File: config.mk
export PLATFORM = sky130hd
export DESIGN_NAME = result_drain
export DESIGN_NICKNAME = d
export VERILOG_FILES = /design/src/rtl/result_drain.sv
export SDC_FILE = /design/constraint.sdc
export NUM_CORES = 1
export LEC_CHECK = 0
export CORE_MARGIN = 2
export CORE_UTILIZATION = 34
export CTS_CLUSTER_SIZE = 8
export DETAILED_ROUTE_END_ITERATION = 10
export DONT_BUFFER_PORTS = 1
export GPL_TIMING_DRIVEN = 0
export PLACE_DENSITY = 0.49
export SYNTH_ARGS = -nofsm -noshare
export SYNTH_HDL_FRONTEND = slang
export SYNTH_SLANG_ARGS = --single-unit
File: constraint.sdc
create_clock -name clk -period 7.4 [get_ports clk]
set_input_delay 1.48 -clock clk [delete_from_list [all_inputs] [get_ports clk]]
set_output_delay 1.48 -clock clk [all_outputs]
set_load 0.05 [all_outputs]
File: src/rtl/result_drain.sv
// result_drain: snapshots ROWS signed accumulators and streams them out one
// requantized (rounding shift + saturate) row per valid/ready handshake.
module result_drain #(
    parameter int ROWS    = 16,
    parameter int ACC_W   = 16,
    parameter int OUT_W   = 8,
    parameter int SHIFT_W = 4,
    parameter int ROW_W   = 4
) (
    input  logic                  clk,
    input  logic                  rst,
    input  logic                  capture,
    input  logic [ROWS*ACC_W-1:0] result_flat,
    input  logic [SHIFT_W-1:0]    shift_amt,
    input  logic                  clr_overrun,
    output logic                  out_valid,
    input  logic                  out_ready,
    output logic [OUT_W-1:0]      out_data,
    output logic [ROW_W-1:0]      out_row,
    output logic                  out_last,
    output logic                  busy,
    output logic                  overrun
);
    typedef enum logic {IDLE, DRAIN} state_t;

    localparam logic signed [ACC_W:0] SAT_HI = (ACC_W+1)'(2**(OUT_W-1) - 1);
    localparam logic signed [ACC_W:0] SAT_LO = -(ACC_W+1)'(2**(OUT_W-1));

    state_t                state_q, state_d;
    logic [ROWS*ACC_W-1:0] buf_q, buf_d;
    logic [ROW_W-1:0]      row_q, row_d;
    logic [SHIFT_W-1:0]    shift_q, shift_d;
    logic                  overrun_q, overrun_d;

    logic                  hs, at_last, drop;
    logic signed [ACC_W-1:0] lane;
    logic signed [ACC_W:0]   ext, rnd, sum, v;

    assign out_valid = state_q == DRAIN;
    assign busy      = out_valid;
    assign out_row   = row_q;
    assign overrun   = overrun_q;
    assign at_last   = row_q == ROW_W'(ROWS - 1);
    assign out_last  = out_valid && at_last;
    assign hs        = out_valid && out_ready;
    assign drop      = out_valid && capture && !(hs && at_last);

    // Widened by one bit so the rounding add cannot wrap.
    always_comb begin
        lane = buf_q[row_q*ACC_W +: ACC_W];
        ext  = {lane[ACC_W-1], lane};
        rnd  = shift_q == '0 ? '0 : (ACC_W+1)'(1) << (shift_q - SHIFT_W'(1));
        sum  = ext + rnd;
        v    = sum >>> shift_q;
        out_data = v > SAT_HI ? {1'b0, {(OUT_W-1){1'b1}}}
                 : v < SAT_LO ? {1'b1, {(OUT_W-1){1'b0}}}
                 : v[OUT_W-1:0];
    end

    always_comb begin
        state_d   = state_q;
        buf_d     = buf_q;
        row_d     = row_q;
        shift_d   = shift_q;
        overrun_d = clr_overrun ? 1'b0 : overrun_q;
        if (drop)
            overrun_d = 1'b1;
        if (state_q == IDLE ? capture : (hs && at_last && capture)) begin
            state_d = DRAIN;
            buf_d   = result_flat;
            shift_d = shift_amt;
            row_d   = '0;
        end else if (hs) begin
            state_d = at_last ? IDLE : DRAIN;
            row_d   = at_last ? '0 : row_q + ROW_W'(1);
        end
    end

    always_ff @(posedge clk) begin
        if (rst) begin
            state_q   <= IDLE;
            buf_q     <= '0;
            row_q     <= '0;
            shift_q   <= '0;
            overrun_q <= 1'b0;
        end else begin
            state_q   <= state_d;
            buf_q     <= buf_d;
            row_q     <= row_d;
            shift_q   <= shift_d;
            overrun_q <= overrun_d;
        end
    end
endmodule
== Word-level counts from Yosys, hierarchy flattened ==
Cells that the tools add are included.

* Register bits: 266
* Bits of input ports: 265
* Logic and storage cells: 35
* Output and inout bits: 16

* Equality and inequality tests: 1
* Multiplexer cells: 10
* Reductions and logical operators: 11
* $lt $le $gt $ge: 2
* Shifts and indexed selects: 3
* Add/sub/neg operators: 3

{| class="wikitable"
|+ Operators by type and width
! operator !! number
|-
| 256-bit by 9-bit indexed part select with 16-bit output || 1
|-
| 16-bit by 17-bit adder with 17-bit output || 1
|-
| 17-bit by 8-bit greater-than comparator with 1-bit output, second input constant || 1
|-
| 17-bit by 8-bit less-than comparator with 1-bit output, second input constant || 1
|-
| 17-bit 2-to-1 mux || 1
|-
| 1-bit by 4-bit left shift with 17-bit output, first input constant || 1
|-
| 17-bit by 4-bit >>> shifter with 17-bit output || 1
|-
| 8-bit 2-to-1 mux || 2
|-
| 1-bit logical AND || 6
|-
| 1-bit 2-to-1 mux || 6
|-
| 4-bit by 1-bit adder with 4-bit output, second input constant || 1
|-
| 4-bit equality test, second input constant || 1
|-
| 4-bit logical NOT || 1
|-
| 4-bit 2-to-1 mux || 1
|-
| 2-bit nonzero test || 2
|-
| 4-bit by 1-bit subtractor with 4-bit output, second input constant || 1
|-
| 2-bit OR reduction || 1
|-
| 1-bit logical NOT || 1
|}

== Depth between registers and ports, before layout ==
* Word-level depth: 8
* Depth in mapped cells: 18
* Mapped depth without buffers: 16

== Worst setup path before layout ==
No wires, ideal clock.

* Kind: reg-to-output
* Start point: register row_q[0] (netlist: out_row[0])
* End point: output out_data[5]
* Setup slack: -0.536 ns
* Arrival: 6.456 ns
* Path buffers: 4
* Cell stages (with the launch flop): 18
* Data required time: 5.920 ns
* Cells stage by stage: dfxtp_1 -> buf_2 -> buf_1 -> buf_1 -> mux4_2 -> mux4_2 -> ha_1 -> buf_2 -> o21a_1 -> o2111a_1 -> a221o_1 -> nor3_1 -> nor2_1 -> a2111oi_2 -> o21ai_1 -> nor3_2 -> a31oi_1 -> o32ai_1

* Cells in the longest elaborated chain, start to end: 6

{| class="wikitable"
|+ RTL lines
! what !! line !! RTL
|-
| start: declaration || 31 || <nowiki>logic [ROW_W-1:0] row_q, row_d;</nowiki>
|-
| start signal: assignment || 89 || <nowiki>row_q <= row_d;</nowiki>
|-
| 256-bit by 9-bit indexed part select with 16-bit output (*) || 50 || <nowiki>lane = buf_q[row_q*ACC_W +: ACC_W];</nowiki>
|-
| 16-bit by 17-bit adder with 17-bit output (*) || 53 || <nowiki>sum = ext + rnd;</nowiki>
|-
| 17-bit by 4-bit >>> shifter with 17-bit output (*) || 54 || <nowiki>v = sum >>> shift_q;</nowiki>
|-
| 17-bit by 8-bit less-than comparator with 1-bit output || 56 || <nowiki>: v < SAT_LO ? {1'b1, {(OUT_W-1){1'b0}}}</nowiki>
|-
| 8-bit 2-to-1 mux || 56 ||
|-
| 8-bit 2-to-1 mux (*) || 55 || <nowiki>out_data = v > SAT_HI ? {1'b0, {(OUT_W-1){1'b1}}}</nowiki>
|-
| end: declaration || 18 || <nowiki>output logic [OUT_W-1:0] out_data,</nowiki>
|}

Every way passes the cells marked *; elsewhere a longest branch is shown, timed or not.

== Worst setup path in the final report ==
* Start point: register row_q[0] (netlist: out_row[0])
* End point: output out_data[4]

Same word-level chain as after synthesis.

==> metrics.txt <==
Seq cells post-synth 266; DRC errors left 0; Routed WL per cell 23.4 um; GRT Total Usage 0.251; area post-placement 13700 sq um; PortBufs 0; slew of the pin with the lowest slew margin 0.815 ns; met2 usage in global routing 0.414; CP cell instances buf_6, buf_12, buf_12, mux4_2, mux4_2, ha_1, o211ai_1, o21a_1, o21a_2, o311a_4, xor2_2, a2111oi_4, o21ai_2, nor3_4, a31oi_4, o31ai_4; largest net degree at the start of global routing 11; Tot Pwr 3.72 mW; Post-Syn Area 13100 sq um; hold_sp buf_q[44]$_SDFFE_PP0P_; CP max stage delay 0.60 ns; P_leak 5.51 nW; global route hottest layer met2; area of the core 37800 sq um; WP buf/inv 3; Die ar. 40000 sq um; Post-Route Skew 0.0126 ns; ys flop type dfxtp_1; Net Count, Synth 1858; Seq/Total Area, Yosys 0.407; layout cells sized above 1 0.145; GPL Wtd Cong 0.887; area of the multi-input gates 7540 sq um; endpoints failing hold 0; synthesized instance count 1575; Power Density 240 nW/um^2; minimum clock period 7.31 ns; total gr overflow 0; DR vias 11690; Setup Crit Path Kind reg -> out; Crit-path slowest cell o31ai_4; critical path startpoint category flop; HPWL after detailed placement 39.1 mm; Max VDD drop 0.000153 V; min-delay worst type reg -> reg; Setup crit start out_row[0]$_SDFFE_PP0P_; clock tree buffer depth 3; initial core utilization 0.346; total I/O pin count 281; Sequential Area 5340 sq um; synth top area cells dfxtp_1 (41%), nand2_1 (16%), mux4_2 (14%); status complete, no violations; Iteration-0 DRC Markers 743; die height 200 um; Worst path top cell family by delay compound AO/OA/AOI/OAI gates; FMAX 137 MHz; Max FO, Critical Path 10; Final Util 0.411; Final ANT Viol Nets 0; RSZ-0062 raised after global routing true; DRT Wirelength 50.5 mm; Critical Path Sink Type output port; final slew viol count 0; grt met3 use 0.0544; Netlist cell types 63; Layout area overhead 18.7%; Die Wd 200 um; NumNets Final 1926; Synth area leader dfxtp_1; fin crit share 0.987; CTS tree yes; FF-to-FF Start out_row[2]$_SDFFE_PP0P_; fillcell total 3887; H-Tree Depth 2; Layout Cells excl Fill 2158; first drt pass iteration count 6; CTS Sinks 266; initial antenna violation count 4; setup violators final 0; Clk Latency, worst-skew pair 0.55 ns; crit path DAT 5.83 ns; CTS hold repair buffers 0; pre-CTS setup slack -1.72 ns; grt met1 use 0.321; vias per std cell 5.42; first-pass GRT wire length 72.9 mm; Slew headroom 0.457; max_cap viols 0; Fin Setup TNS 0 ns; Root Driver clkbuf_16; setup slack after layout 0.0932 ns; YS warnings 0; Post-Place Cells 2086; standard-cell rows 71; Post-synth ARST share 0; final hold slack 0.451 ns; vias in the first global route 11571; TritonCTS Buffers 39; top-area cell type share of the netlist area 0.407; Syn Area/Cell 8.30 sq um; clk slew on worst S/H paths 0.05 ns; Critical Path RT 5.92 ns; fin area 15500 sq um; Post-synth EDFFs 0
## synth_stat cells (3+ instances only)
cell      number
a211oi_1      10
a211oi_2       3
a21o_1        10
a21oi_1      290
a21oi_2        5
a31oi_1        3
and2_1         8
and3_1         4
buf_1         14
buf_2          8
clkbuf_1     105
dfxtp_1      266
ha_1          17
inv_1         13
mux2i_1       16
mux4_2        84
nand2_1      550
nand2b_1       4
nand3_1        9
nand4_1        4
nor2_1        42
nor2b_1        4
nor3_1        13
nor4_1         3
o2111a_1       3
o211ai_1       6
o21a_1         5
o21ai_0       16
o21ai_1        9
xnor2_1        9
xor2_1         4
## timing repair
action	CTS	global route
resized for setup	111	28
setup endpoints to repair	8	7
cloned	0	2
setup buffers	9	16
endpoints found under the hold margin	0	0
pin swaps	16	18
## worst register-to-register path: cells and delay by family (launching register included)
kind | cells | cell delay [ns]
compound gates | 2 | 0.67
buf+inv | 4 | 1.76
flops | 1 | 0.44
simple gates | 3 | 0.53
## where the power goes
group,internal [mW],total [mW],switching [mW]
Sequential,1.52,1.56,0.0468
Combinational,0.201,0.567,0.366
Clock,0.943,1.59,0.644
## routing by layer
metal	up-vias	part of all wire
met5	-	0.00077
met3	92	0.066
li1	5544	-
met1	5684	0.43
met2	364	0.47
met4	6	0.037
## sequential cells by signal, summed over array words and instances, names as in the netlist
| register | cells |
|---|---|
| out_row | 4 |
| busy | 1 |
| buf_q | 256 |
| overrun | 1 |
| shift_q | 4 |
## cells by family (layout without fill, tap and decap cells)
family                     count (synthesis)  count (layout)  share of synthesized area
AOI/OAI and AO/OA                        381             381                      0.166
xor gates and xnor gates                  14              14                    0.00996
adders and majority gates                 18              18                     0.0178
buffers and inverters                    143             214                     0.0421
DFF                                      266             266                      0.407
muxes                                    103             103                      0.160
other                                      1               2                   0.000287
and+or+nand+nor                          649             649                      0.197
## area by class of cell
type	instances	share of cell area
Sequential cell	266	0.344
Buffer	128	0.0420
Timing Repair Buffer	27	0.0169
Inverter	15	0.00387
Clock buffer	41	0.0640
Tap cell	511	0.0412
Multi-Input combinational cell	1166	0.486
Clock inverter	3	0.00218
Antenna cell	1	0.000161
## placed cells by master, fill, tap and decap left out, types with 3 or more instances in the layout
cell	count
a21o_1	10
clkbuf_1	96
o211ai_1	6
nor2b_1	4
nor2_1	42
nand4_1	4
o21a_1	4
clkbuf_16	41
a21oi_4	3
xnor2_1	7
a21oi_2	7
buf_12	8
xor2_1	3
buf_1	7
buf_2	6
inv_1	12
nand2_1	550
o21ai_2	4
and2_1	8
a21oi_1	285
mux4_2	84
and3_1	4
nand2b_1	4
o21ai_4	5
o2111a_1	3
nor3_1	12
buf_6	3
dfxtp_1	262
a211oi_1	9
ha_1	16
clkbuf_4	5
mux2i_1	14
nand3_1	9
buf_4	26
o21ai_0	15
## worst paths after layout
check / to / slack [ns] / cells past startpoint
hold reg to reg: buf_q[44]$_SDFFE_PP0P_ / 0.45 / 2
setup / recovery: out_data[4] / 0.09 / 16
setup reg to reg: buf_q[253]$_SDFFE_PP0P_ / 3.92 / 9
hold / removal: buf_q[44]$_SDFFE_PP0P_ / 0.45 / 2
No activity file was read; power rests on OpenSTA's default activity.
